===== src/rtl/conv_pool_pkg.sv =====
// Shared constants for the conv/pool control sequencer: state codes, tap
// strobes, map geometry and memory region bases.
package conv_pool_pkg;

    localparam int unsigned IMG_W       = 8;
    localparam int unsigned CONV_N      = 7;
    localparam int unsigned POOL_N      = 3;
    localparam int unsigned POOL_STRIDE = 2;

    localparam int unsigned CW      = 4;   // row/col width
    localparam int unsigned PIX_W   = 7;   // pixel index width
    localparam int unsigned STATE_W = 3;

    localparam int unsigned CONV_BASE = 64;
    localparam int unsigned POOL_BASE = 128;

    localparam logic [STATE_W-1:0] ST_IDLE = 3'd0;
    localparam logic [STATE_W-1:0] ST_LD0  = 3'd1;
    localparam logic [STATE_W-1:0] ST_LD1  = 3'd2;
    localparam logic [STATE_W-1:0] ST_LD2  = 3'd3;
    localparam logic [STATE_W-1:0] ST_LD3  = 3'd4;
    localparam logic [STATE_W-1:0] ST_CALC = 3'd5;
    localparam logic [STATE_W-1:0] ST_WR   = 3'd6;
    localparam logic [STATE_W-1:0] ST_DONE = 3'd7;

    localparam logic [3:0] LOAD_T0 = 4'b1000;  // +0
    localparam logic [3:0] LOAD_T1 = 4'b0100;  // +1
    localparam logic [3:0] LOAD_T2 = 4'b0010;  // +IMG_W
    localparam logic [3:0] LOAD_T3 = 4'b0001;  // +IMG_W+1

    localparam logic [CW-1:0] CONV_STEP = CW'(1);
    localparam logic [CW-1:0] CONV_LIM  = CW'(CONV_N - 1);
    localparam logic [CW-1:0] POOL_STEP = CW'(POOL_STRIDE);
    localparam logic [CW-1:0] POOL_LIM  = CW'((POOL_N - 1) * POOL_STRIDE);

    // Linear pixel index: 8-bit product/sum, low PIX_W bits kept.
    function automatic logic [PIX_W-1:0] pixel_of(input logic [CW-1:0] r,
                                                  input logic [CW-1:0] c);
        logic [7:0] p;
        p = 8'(r) * 8'(IMG_W) + 8'(c);
        return p[PIX_W-1:0];
    endfunction

endpackage


===== src/rtl/conv_pool_seq_pos_counter.sv =====
// Row/col stepper: advances by 'step' along a row up to 'limit', then wraps
// to the next row; returns to (0,0) after the last position.
module pos_counter
    import conv_pool_pkg::*;
(
    input  logic          clk,
    input  logic          rst,
    input  logic          clr,
    input  logic          step_en,
    input  logic [CW-1:0] step,
    input  logic [CW-1:0] limit,
    output logic [CW-1:0] row,
    output logic [CW-1:0] col,
    output logic [CW-1:0] nxt_row_c,
    output logic [CW-1:0] nxt_col_c,
    output logic          last_c
);

    // Next position and end-of-grid detect
    always_comb begin
        last_c    = (row == limit) && (col == limit);
        nxt_row_c = row;
        nxt_col_c = col;
        if (clr) begin
            nxt_row_c = '0;
            nxt_col_c = '0;
        end else if (step_en) begin
            if (last_c) begin
                nxt_row_c = '0;
                nxt_col_c = '0;
            end else if (col < limit) begin
                nxt_col_c = CW'(col + step);
            end else begin
                nxt_col_c = '0;
                nxt_row_c = CW'(row + step);
            end
        end
    end

    // Position register
    always_ff @(posedge clk or posedge rst) begin
        if (rst) begin
            row <= '0;
            col <= '0;
        end else begin
            row <= nxt_row_c;
            col <= nxt_col_c;
        end
    end

endmodule


===== src/rtl/conv_pool_seq.sv =====
// Conv/pool control sequencer: walks a 7x7 conv grid then a 3x3 stride-2
// pool grid, six cycles per position (LD0..LD3, CALC, WR).
// Optional build macro CONV_POOL_SEQ_STALL_EN adds mem_rdy back-pressure on
// the load and write states.
module conv_pool_seq
    import conv_pool_pkg::*;
(
    input  logic             clk,
    input  logic             rst,
`ifdef CONV_POOL_SEQ_STALL_EN
    input  logic             mem_rdy,
`endif
    input  logic             start,
    output logic [CW-1:0]    col,
    output logic [CW-1:0]    row,
    output logic [PIX_W-1:0] pixel,
    output logic             c_p,
    output logic [3:0]       load,
    output logic             write,
    output logic             en,
    output logic             acc_clr,
    output logic             busy,
    output logic             done
);

    logic [STATE_W-1:0] state;
    logic [STATE_W-1:0] state_nxt;
    logic               cp_nxt;
    logic               step_c;
    logic               rdy_c;
    logic               last_c;
    logic [CW-1:0]      step_sel;
    logic [CW-1:0]      lim_sel;
    logic [CW-1:0]      nxt_row_c;
    logic [CW-1:0]      nxt_col_c;
    logic [3:0]         load_d;
    logic               write_d;
    logic               en_d;
    logic               acc_clr_d;
    logic               done_d;

`ifdef CONV_POOL_SEQ_STALL_EN
    assign rdy_c = mem_rdy;
`else
    assign rdy_c = 1'b1;
`endif

    assign step_sel = c_p ? POOL_STEP : CONV_STEP;
    assign lim_sel  = c_p ? POOL_LIM  : CONV_LIM;

    pos_counter u_pos (
        .clk       (clk),
        .rst       (rst),
        .clr       (state == ST_IDLE),
        .step_en   (step_c),
        .step      (step_sel),
        .limit     (lim_sel),
        .row       (row),
        .col       (col),
        .nxt_row_c (nxt_row_c),
        .nxt_col_c (nxt_col_c),
        .last_c    (last_c)
    );

    // State register
    always_ff @(posedge clk or posedge rst) begin
        if (rst) state <= ST_IDLE;
        else     state <= state_nxt;
    end

    // Next state, phase and next-cycle output decode
    always_comb begin
        state_nxt = state;
        cp_nxt    = c_p;
        step_c    = 1'b0;
        unique case (state)
            ST_IDLE: if (start) begin
                state_nxt = ST_LD0;
                cp_nxt    = 1'b0;
            end
            ST_LD0:  if (rdy_c) state_nxt = ST_LD1;
            ST_LD1:  if (rdy_c) state_nxt = ST_LD2;
            ST_LD2:  if (rdy_c) state_nxt = ST_LD3;
            ST_LD3:  if (rdy_c) state_nxt = ST_CALC;
            ST_CALC: state_nxt = ST_WR;
            ST_WR: if (rdy_c) begin
                step_c = 1'b1;
                if (last_c && c_p) begin
                    state_nxt = ST_DONE;
                    cp_nxt    = 1'b0;
                end else begin
                    state_nxt = ST_LD0;
                    if (last_c) cp_nxt = 1'b1;
                end
            end
            ST_DONE: state_nxt = ST_IDLE;
            default: state_nxt = ST_IDLE;
        endcase

        load_d    = 4'b0000;
        unique case (state_nxt)
            ST_LD0:  load_d = LOAD_T0;
            ST_LD1:  load_d = LOAD_T1;
            ST_LD2:  load_d = LOAD_T2;
            ST_LD3:  load_d = LOAD_T3;
            default: load_d = 4'b0000;
        endcase
        write_d   = (state_nxt == ST_WR);
        en_d      = (state_nxt != ST_IDLE) && (state_nxt != ST_DONE);
        acc_clr_d = (state_nxt == ST_LD0);
        done_d    = (state_nxt == ST_DONE);
    end

    // Registered outputs
    always_ff @(posedge clk or posedge rst) begin
        if (rst) begin
            pixel   <= '0;
            c_p     <= 1'b0;
            load    <= 4'b0000;
            write   <= 1'b0;
            en      <= 1'b0;
            acc_clr <= 1'b0;
            busy    <= 1'b0;
            done    <= 1'b0;
        end else begin
            pixel   <= pixel_of(nxt_row_c, nxt_col_c);
            c_p     <= cp_nxt;
            load    <= load_d;
            write   <= write_d;
            en      <= en_d;
            acc_clr <= acc_clr_d;
            busy    <= en_d;
            done    <= done_d;
        end
    end

endmodule


===== config.mk =====
export PLATFORM = sky130hd
export DESIGN_NAME = conv_pool_seq
export DESIGN_NICKNAME = d
export VERILOG_FILES = /design/src/rtl/conv_pool_pkg.sv /design/src/rtl/conv_pool_seq_pos_counter.sv /design/src/rtl/conv_pool_seq.sv
export SDC_FILE = /design/constraint.sdc
export NUM_CORES = 1
export LEC_CHECK = 0
export BUFFER_PORTS_ARGS = -buffer_cell sky130_fd_sc_hd__buf_2
export CAP_MARGIN = 20
export CORE_ASPECT_RATIO = 0.75
export CORE_MARGIN = 10
export CORE_UTILIZATION = 25
export CTS_CLUSTER_DIAMETER = 60
export DETAILED_ROUTE_END_ITERATION = 12
export SLEW_MARGIN = 20
export SYNTH_ARGS = -nofsm -noshare
export SYNTH_HDL_FRONTEND = slang
export SYNTH_SLANG_ARGS = --single-unit

===== constraint.sdc =====
create_clock -name clk -period 7 [get_ports clk]
set_clock_uncertainty 0.05 [all_clocks]
set_input_delay 0 -clock clk [delete_from_list [all_inputs] [get_ports clk]]
set_output_delay 0 -clock clk [all_outputs]
set_load 0.01 [all_outputs]

* Word level (Yosys, flattened, before mapping) *
Cells that the tools add are included.

word-level totals
  flip-flop bits (word level) = 27
  logic and storage cells = 58
  bits of input ports = 3

cells by class
  multiplexer cells = 19
  equality and inequality tests = 18
  reduce and logical (&&, ||, !) cells = 7
  add/subtract/negate cells = 3
  magnitude comparators = 1

operators with widths
  operator              count
  $mux W4               8
  $pmux W3 S8           1
  $eq A3 B3 Y1 const B  7
  $pmux W4 S4           1
  $eq A3 B2 Y1 const B  4
  $add A4 B2 Y4         2
  $eq A4 B3 Y1          2
  $add A7 B4 Y7         1
  $eq A3 B1 Y1 const B  2
  $mux W3               2
  $ne A3 B3 Y1 const B  2
  $lt A4 B3 Y1          1
  $mux W1               4
  $mux W2               2
  $logic_and A1 B1 Y1   3
  $logic_not A3 Y1      1
  $reduce_and A3 Y1     1
  $reduce_bool A3 Y1    1
  $ne A2 B2 Y1 const B  1
  $pmux W1 S2           1
  $reduce_bool A2 Y1    1

* Longest topological paths before layout *
Gate-level depths: netlist of run 1.

  word-level depth = 8
  mapped depth = 10
  depth with buffers taken out = 10

* Cells and area by module *
Synthesis of run 1 repeated with hierarchy kept, for this count alone.

second synthesis, totals
  cells, all modules = 138
  area total of the unflattened synthesis = 1,450.1 um^2

by module, submodules not included
  module         sequential area each (um^2)  area an instance (um^2)  cells an instance  instances
  pos_counter    200.2                        742.0                    78                 1
  conv_pool_seq  475.5                        708.2                    60                 1

* Least setup slack after synthesis of run 1 *
No wires, ideal clock.

  path type = register to register
  from = reg c_p
  to = reg pixel[6]
  data arrival time = 2.428 ns
  clock period less this slack = 2.603 ns
  slack = 4.397 ns
  path buffers = 0
  setup time = 0.125 ns
  cell stages (with the launch flop) = 11
  cell sequence = dfrtp_1 > inv_1 > ha_1 > nor4bb_1 > a21o_2 > nor2_1 > o21ai_0 > o21ai_0 > ha_1 > nand3b_2 > mux2_4

on the way
  word-level cells in the longest chain between the ends = 7
  elaborated cells on any way between the ends = 17
  those cells by class = add/sub (3); order compare (1); eq/ne (2); mux (10); reduce/logical (1)

RTL lines
  item                                                   RTL line                                                          RTL
  start, declared                                        conv_pool_seq.sv:17                                               output logic c_p,
  start signal, assigned                                 conv_pool_seq.sv:127                                              c_p <= cp_nxt;
  $mux W2 (on tied branches)                             conv_pool_seq.sv:48, conv_pool_seq.sv:49
  $add A4 B2 Y4, or another cell as far along            conv_pool_seq_pos_counter.sv:35                                   nxt_row_c = CW'(row + step);
  $mux W4 / $logic_and A1 B1 Y1 (equally long branches)  conv_pool_seq_pos_counter.sv:31, conv_pool_seq_pos_counter.sv:21
  $mux W4 (*)                                            conv_pool_seq_pos_counter.sv:28                                   if (last_c) begin
  $mux W4 (*)                                            conv_pool_seq_pos_counter.sv:27                                   end else if (step_en) begin
  $mux W4 (*)                                            conv_pool_seq_pos_counter.sv:24                                   if (clr) begin
  net nxt_row_c[0]                                       conv_pool_seq.sv:34                                               logic [CW-1:0] nxt_row_c;
  $add A7 B4 Y7 (*)                                      conv_pool_pkg.sv:40                                               p = 8'(r) * 8'(IMG_W) + 8'(c);
  end signal, assigned                                   conv_pool_seq.sv:126                                              pixel <= pixel_of(nxt_row_c, nxt_col_c);
  end, declared                                          conv_pool_seq.sv:16                                               output logic [PIX_W-1:0] pixel,

Mark *: on every way through the listed nets, which the timed path passes. The rest lies on a longest branch.
A chain may end at the register's enable or synchronous reset.

* Final worst setup path of run 1 *
Ends and elaborated chain as after synthesis.

==> impl_metrics.csv, run 1 <==
group,metric,value,unit
outcome,outcome,"finished clean",
cts,post-cts-setup-buffers,0,
logic_synthesis,netlist.top_cell.by_area,"dfrtp_1",
placed_design,dp_hpwl,2080,µm
critical_path,critPathLaunch,"c_p",
logic_synthesis,synthArstFlopShare,100.0,%
timing,max_slew.worst_pin.slew,0.8783,ns
timing,grt_setup_unrepaired,"false",
power,ir_drop,0.1274,mV
critical_path,cp-end-kind,"flip-flop",
placed_design,portBuffers,27,
logic_synthesis,synth_compound_area_share,15.69,%
logic_synthesis,synth-edff-count,0,
job,drv_cap,0,
floorplanning,row_count,21,
floorplanning,start_util,26.52,%
logic_synthesis,synthSimpleGateAreaFrac,16.10,%
critical_path,cp-start-kind,"flip-flop",
routing,via_per_inst,4.536,
critical_path,cp.required,7.10,ns
routing,detail_route.iter0.violations,38,
timing,relSlewSlack,41.38,%
timing,slew_viol_final,0,
finish,drive_gt1_share,27.34,%
logic_synthesis,ys_seq_area_share,47.47,%
logic_synthesis,ys_ff_latch,23,
logic_synthesis,synth.area.top_cells,"dfrtp_1 47%, ha_1 7.2%, a21oi_1 3.7%",
placed_design,pre_cts_ws,4.149,ns
routing,dr.pass1.iters,4,
floorplanning,die_area,8064,µm²
global_routing,antenna_found_initial,0,
power,power_density,289.1,nW/µm²
global_routing,use_met2,8.974,%
routing,wl,2738,µm
logic_synthesis,synthMuxAreaShare,1.238,%
global_routing,grt_pass1_wl,4685,µm
power,p_leak,0.7459,nW
logic_synthesis,netlist_area,1212,µm²
logic_synthesis,syn_avg_cell_area,10.64,µm²
global_routing,track_usage,7.116,%
critical_path,path_class,"reg2reg",
cts,cts_tree,"built",
critical_path,reg2reg_slack,4.12,ns
cts,htreeDepth,1,
routing,drc,0,
routing,wl_per_cell,13.97,µm
global_routing,grt_overflow,0,
routing,vias,889,
floorplanning,io_pins,28,
floorplanning,die_w,100.4,µm
timing,finalSetupTns,0,ns
placed_design,dp_cells,190,
finish,design_area,1431,µm²
finish,diodes,0,
logic_synthesis,yosysUniqueCellTypes,37,
logic_synthesis,ys.flop_type,"dfrtp_1",
critical_path,r2r-start,"c_p",
min_path,worstHoldPathType,"in2async",
global_routing,grt_max_degree,24,
cts,clk_pin_slew,0.08,ns
finish,finalNetCount,152,
power,total_power,413.8,µW
critical_path,critPathTopFamily,"simple AND/OR/NAND/NOR gates",
timing,timing.final.ws_setup,4.123,ns
critical_path,path_buf_inv,1,
critical_path,slowest_delay,0.49,ns
finish,areaGrowthSynthToFinish,18.06,%
logic_synthesis,syn_inst,114,
placed_design,postPlaceCellArea,1366,µm²
logic_synthesis,synthAdderAreaFrac,10.53,%
global_routing,grt_pass1_vias,921,
cts,clock_path_buffers,2,
timing,setup_viol,0,
global_routing,met3_usage,3.935,%
routing,ant_nets,0,
critical_path,crit_slowest_cell,"dfrtp_1",
cts,cts_sinks,23,
timing,fmax,347.5,MHz
finish,final_util,31.31,%
timing,post-route-period-util,41.11,%
cts,cts_buffers,3,
cts,cts_root_buf,"clkbuf_8",
logic_synthesis,synth_common_cells,"23 x dfrtp_1, 10 x nor2_1, 9 x a21oi_1",
logic_synthesis,syn-num-nets,126,
logic_synthesis,synth.top_cell.area_share,47.47,%
logic_synthesis,synth.most_common_cell,"dfrtp_1",
timing,holdWs,0.4087,ns
placed_design,gp_congestion,0.8910,
cts,insertion_delay,0.26,ns
critical_path,cp_cell_sequence,"inv_1, ha_1, nor4bb_1, a21o_2, nor2_1, o21ai_0, o21ai_0, ha_1, nand3b_2, mux2_4",
floorplanning,core,4572,µm²
finish,final_cells,196,
timing,layout_min_cycle_time,2.877,ns
logic_synthesis,synth_xor_area_share,2.167,%
logic_synthesis,synth_top_family_by_area,"simple AND/OR/NAND/NOR gates",
critical_path,worstPathMaxFanout,7,
cts,cts_resized,0,
floorplanning,die_h,80.31,µm
critical_path,reg2reg_to,"pixel[6]",
global_routing,top_usage_layer,"met1",
critical_path,r2r_cells,10,
global_routing,met1_usage,10.09,%
logic_synthesis,yosysWarnings,0,
timing,hold_violations,0,
critical_path,arrival,2.98,ns
## layout by cell type (no fill, tap or decap), types with 2 or more instances in the layout
cell type and instances:
clkbuf_8 3, nor3_1 2, dlygate4sd3_1 2, fa_1 2, a21o_1 4, xnor2_1 2
nand2_1 8, dfrtp_1 23, o21ai_0 6, nand3_1 2, nand2b_1 2, nor2_1 10
inv_1 7, ha_1 7, a21oi_1 9, buf_2 27
## per-layer routing
metal | up-vias | wire [µm]
met3 | 2 | 267
met4 | 0 | 8
met5 | - | 0
li1 | 439 | -
met1 | 408 | 1440
met2 | 40 | 1021
## flip-flops by register name, indices dropped and copies added (netlist names)
register and flops:
pixel 4, u_pos.col 4, u_pos.row 4, load 3, state 3, acc_clr 1
busy 1, c_p 1, done 1, write 1
## cell families (layout without fill, tap and decap cells)
group / Yosys count / in the layout
AND/OR/NAND/NOR: 35 / 35
AO/OA/AOI/OAI: 27 / 27
flip-flops: 23 / 23
buffers and inverters: 16 / 41
adder cells (fa/ha/maj): 9 / 9
XOR/XNOR: 3 / 3
multiplexers: 1 / 1
## worst max path at each step
| stage | endpoint | slack [ns] | cells after the start |
|---|---|---|---|
| 5_1_grt | pixel[6] | 3.81 | 10 |
| 3_5_place_dp | pixel[6] | 4.15 | 10 |
| 2_1_floorplan | pixel[6] | 4.40 | 10 |
| 6_report | pixel[6] | 4.12 | 10 |
| 3_3_place_gp | pixel[6] | 4.26 | 10 |
| 4_1_cts | pixel[6] | 4.14 | 10 |
## power by group
| part | internal (mW) | total (mW) | switching [mW] |
|---|---|---|---|
| Clock | 0.0406 | 0.0821 | 0.0415 |
| Sequential | 0.159 | 0.191 | 0.0322 |
| Combinational | 0.0574 | 0.141 | 0.0833 |
| Total | 0.257 | 0.414 | 0.157 |
## area by class of cell
| class | instances | area (µm²) |
|---|---|---|
| Inverter | 8 | 30.03 |
| Timing Repair Buffer | 29 | 155.1 |
| Clock buffer | 4 | 45.04 |
| Tap cell | 57 | 71.32 |
| Sequential cell | 23 | 575.6 |
| Fill cell | 487 | 3141 |
| Multi-Input combinational cell | 75 | 554.3 |
## tightest hold or removal path: cells and delay by family
kind,cells,cell delay [ns]
buffers and inverters,3,1.28
## repair_timing
action | in CTS | in global routing
hold endpoints to repair | 26 | 0
setup endpoints to repair | 0 | 0
hold buffers | 2 | 0
Note: power is estimated with default switching activity, not from simulation.
==> inputs of run 2 (changes only) <==
==> constraint.sdc (replaced) <==
create_clock -name clk -period 2.8 [get_ports clk]
set_clock_uncertainty 0.05 [all_clocks]
set_input_delay 0 -clock clk [delete_from_list [all_inputs] [get_ports clk]]
set_output_delay 0 -clock clk [all_outputs]
set_load 0.01 [all_outputs]
==> impl_metrics.csv, run 2 (synthesis gave the netlist of run 1 again) <==
group,metric,value,unit
routing,wl,2797,µm
placed_design,dp_cells,194,
critical_path,reg2reg_slack,0.20,ns
floorplanning,die_w,100.4,µm
placed_design,postPlaceCellArea,1396,µm²
floorplanning,start_util,26.52,%
cts,cts_buffers,3,
timing,layout_min_cycle_time,2.603,ns
placed_design,portBuffers,27,
cts,cts_sinks,23,
cts,insertion_delay,0.26,ns
global_routing,antenna_found_initial,0,
outcome,outcome,"finished clean",
finish,fill_cells,492,
critical_path,worstPathMaxFanout,7,
critical_path,reg2reg_to,"pixel[6]",
finish,layout_commonest_cell,"buf_2",
finish,final_cells,200,
timing,setup_viol,0,
placed_design,gp_congestion,0.7922,
critical_path,cp.required,2.90,ns
timing,fmax,384.2,MHz
power,pwr-share-comb,37.2,%
critical_path,r2r_cells,10,
timing,slew_viol_final,0,
routing,wl_per_cell,13.99,µm
floorplanning,die_area,8064,µm²
finish,finalNetCount,156,
floorplanning,die_h,80.31,µm
cts,clock_path_buffers,2,
power,pwr-share-seq,43.4,%
cts,post-cts-setup-buffers,0,
routing,detail_route.iter0.violations,46,
global_routing,grt_max_degree,24,
routing,dr.pass1.iters,5,
floorplanning,row_count,21,
critical_path,arrival,2.71,ns
critical_path,cp-end-kind,"flip-flop",
finish,final_cell_mix,"27 x buf_2, 22 x dfrtp_1, 10 x nor2_1",
global_routing,track_usage,7.176,%
critical_path,r2r-start,"c_p",
power,swShare,37.42,%
power,clockPowerShare,19.4,%
global_routing,grt_pass1_wl,4664,µm
power,total_power,1.050,mW
cts,htreeDepth,1,
critical_path,path_class,"reg2reg",
critical_path,cp-start-kind,"flip-flop",
finish,design_area,1469,µm²
min_path,worstHoldPathType,"in2async",
timing,grt_setup_unrepaired,"false",
routing,ant_nets,0,
job,drv_cap,0,
global_routing,grt_overflow,0,
power,ir_drop,0.3882,mV
timing,finalSetupTns,0,ns
cts,cts_tree,"built",
finish,drive_gt1_share,30.77,%
power,internal-power,657.1,µW
finish,areaGrowthSynthToFinish,21.16,%
finish,diodes,0,
cts,cts_root_buf,"clkbuf_8",
global_routing,grt_pass1_vias,924,
routing,vias,914,
routing,drc,0,
timing,hold_violations,0,
timing,max_slew.worst_pin.slew,0.8712,ns
routing,via_per_inst,4.570,
timing,post-route-period-util,92.95,%
power,power_density,714.8,nW/µm²
finish,largest_registers,"pixel x4, u_pos.col x4, u_pos.row x4",
timing,relSlewSlack,41.86,%
floorplanning,core,4572,µm²
placed_design,dp_hpwl,2148,µm
floorplanning,io_pins,28,
finish,final_util,32.13,%
power,p_leak,0.7643,nW
power,p_sw,392.9,µW
cts,clk_pin_slew,0.08,ns
## run 2: worst max-delay path, stage by stage, from the launching register on
cell and delay, ns:
dfrtp_2 0.44, inv_1 0.08, ha_1 0.29, nor4bb_2 0.34, a21o_2 0.24, nor2_1 0.10
o21ai_0 0.13, o21ai_0 0.16, ha_1 0.27, nand3b_2 0.10, mux2_4 0.29
## run 2: worst max-delay path by stage
stage | from | to | slack [ns] | cells after the start
2_1_floorplan | c_p | pixel[6] | 0.20 | 10
3_3_place_gp | c_p | pixel[6] | 0.24 | 10
3_5_place_dp | c_p | pixel[6] | 0.1 | 10
4_1_cts | c_p | pixel[6] | 0.07 | 10
5_1_grt | c_p | pixel[6] | 0.05 | 10
6_report | c_p | pixel[6] | 0.20 | 10
## run 2: power groups by stage
stage	registers, mW	logic, mW	clock network [mW]
floorplan	0.461	0.283	0
global placement	0.462	0.396	0
detailed placement	0.462	0.389	0
CTS	0.457	0.393	0.212
global route	0.468	0.436	0.232
finish	0.456	0.391	0.203
## run 2: metal layers
layer	vias to the layer above	part of all wire (%)	track usage (%)	wire length [µm]
met5	-	0	0	0
met3	2	8.7	3.849	243
met1	438	53	9.816	1486
li1	444	-	-	-
met4	0	0.43	1.268	12
met2	30	38	9.679	1055
## run 2: layout make-up
class,instances,area (µm²),area share (%)
well taps,57,71.32,4.855
repair buffers,33,185.2,12.61
inverters,8,30.03,2.044
clock buffers,4,45.04,3.066
multi-input cells,75,560.5,38.16
flip-flops and latches,23,576.8,39.27
## run 2: repair_timing
item / in CTS / in global routing
hold buffers: 2 / 0
setup endpoints to repair: 0 / 3
resized for setup: 0 / 2
hold endpoints to repair: 26 / 0
## run 2: per-stage QoR
step,worst slack (ns),hold WS [ns]
floorplan,0.1971,-0.04808
global placement,0.2450,0.1900
detailed placement,0.09673,0.1850
CTS,0.06846,0.4448
global route,0.04578,0.5112
finish,0.1975,0.4063
==> inputs of run 3 (changes only) <==
--- a/config.mk
+++ b/config.mk
@@ -9,7 +9,7 @@
 export CAP_MARGIN = 20
 export CORE_ASPECT_RATIO = 0.75
 export CORE_MARGIN = 10
-export CORE_UTILIZATION = 25
+export CORE_UTILIZATION = 40
 export CTS_CLUSTER_DIAMETER = 60
 export DETAILED_ROUTE_END_ITERATION = 12
 export SLEW_MARGIN = 20
==> impl_metrics.csv, run 3 (synthesis gave the netlist of run 1 again) <==
group,metric,value,unit
global_routing,grt_max_degree,24,
timing,grt_setup_unrepaired,"false",
timing,finalSetupTns,0,ns
power,total_power,1.039,mW
floorplanning,die_h,67.68,µm
routing,ant_nets,0,
finish,diodes,0,
routing,vias,883,
timing,post-route-period-util,91.82,%
timing,fmax,388.9,MHz
timing,holdWs,0.3913,ns
floorplanning,die_area,5656,µm²
global_routing,grt_pass1_vias,921,
critical_path,worstPathMaxFanout,7,
job,drv_cap,0,
timing,slew_viol_final,0,
routing,drc,0,
cts,clk_pin_slew,0.08,ns
critical_path,cp-end-kind,"flip-flop",
timing,hold_violations,0,
cts,cts_tree,"built",
routing,wl,2583,µm
cts,cts_root_buf,"clkbuf_8",
critical_path,critPathTopFamily,"adder cells",
timing,relSlewSlack,43.37,%
timing,layout_min_cycle_time,2.571,ns
placed_design,portBuffers,27,
floorplanning,start_util,41.61,%
floorplanning,core,2914,µm²
critical_path,arrival,2.68,ns
cts,cts_buffers,3,
finish,areaGrowthSynthToFinish,18.68,%
finish,final_cell_mix,"27 x buf_2, 22 x dfrtp_1, 10 x nor2_1",
global_routing,grt_overflow,0,
finish,largest_registers,"pixel x4, u_pos.col x4, u_pos.row x4",
critical_path,crit_slowest_cell,"dfrtp_2",
power,power_density,722.2,nW/µm²
placed_design,dp_hpwl,1955,µm
routing,wl_per_cell,14.43,µm
timing,setup_viol,0,
finish,drive_gt1_share,29.79,%
cts,insertion_delay,0.27,ns
power,p_leak,0.7540,nW
critical_path,cp.required,2.91,ns
floorplanning,die_w,83.57,µm
global_routing,grt_pass1_wl,4381,µm
timing,max_slew.worst_pin.slew,0.8485,ns
global_routing,antenna_found_initial,0,
critical_path,path_buf_inv,1,
cts,clock_path_buffers,2,
routing,via_per_inst,4.933,
cts,post-cts-setup-buffers,0,
critical_path,cp_cell_sequence,"inv_1, ha_1, nor4bb_4, a21o_2, nor2_1, o21ai_0, o21ai_0, ha_1, nand3b_2, mux2_4",
placed_design,gp_congestion,0.9265,
cts,htreeDepth,1,
floorplanning,io_pins,28,
finish,finalNetCount,154,
routing,dr.pass1.iters,4,
critical_path,cp-start-kind,"flip-flop",
min_path,worstHoldPathType,"in2async",
routing,detail_route.iter0.violations,57,
finish,layout_commonest_cell,"buf_2",
critical_path,path_class,"reg2reg",
outcome,outcome,"finished clean",
global_routing,track_usage,9.469,%
critical_path,slowest_delay,0.45,ns
floorplanning,row_count,17,
power,ir_drop,0.2925,mV
cts,cts_sinks,23,
## run 3: layout make-up
class	count	area, µm²
sequential	23	576.8
timing repair buffer	31	170.2
tap	38	47.55
multi-input combinational	75	569.3
clock buffer	4	45.04
fill	263	1475
inverter	8	30.03
## run 3: worst min-delay path, cell delays in order
cell and delay [ns]:
dlygate4sd3_1 0.53, buf_2 0.12, inv_1 0.61
## run 3: metrics by stage
stage | cell area [µm²] | std cells | utilization, % | worst slack (ns)
finish | 1439 | 179 | 49.38 | 0.2289
global route | 1439 | 179 | 49.38 | 0.01922
CTS | 1423 | 179 | 48.82 | 0.05102
detailed placement | 1358 | 173 | 46.59 | 0.05691
global placement | 1358 | 173 | 46.59 | 0.1893
floorplan | 1212 | 114 | - | 0.1971
## run 3: final timing paths
kind                              start           end  slack [ns]  cells after the start
min reg2reg                u_pos.col[2]  u_pos.col[2]        0.56                      1
min in group clk                  start      state[0]        0.48                      4
max                                 c_p      pixel[6]        0.23                     10
min                                 rst      pixel[4]        0.39                      3
max in group asynchronous           rst           c_p        1.72                      3
max reg2reg                         c_p      pixel[6]        0.23                     10
## run 3: per-layer routing
layer  GRT usage (%)  part of all wire [%]  up-vias
met5               0                     0        -
met2           13.84                    43       24
li1                -                     -      441
met4           2.500                  0.46        0
met3           5.409                   9.0        2
met1           11.76                    48      416
## run 3: power by group
part,switching (mW),internal (mW)
logic,0.209,0.152
registers,0.0769,0.397
clock network,0.103,0.102
## run 3: repair_timing
action | in CTS | in global routing
setup endpoints to repair | 0 | 3
resized for setup | 0 | 3
endpoints found under the hold margin | 25 | 0
hold buffers | 2 | 0
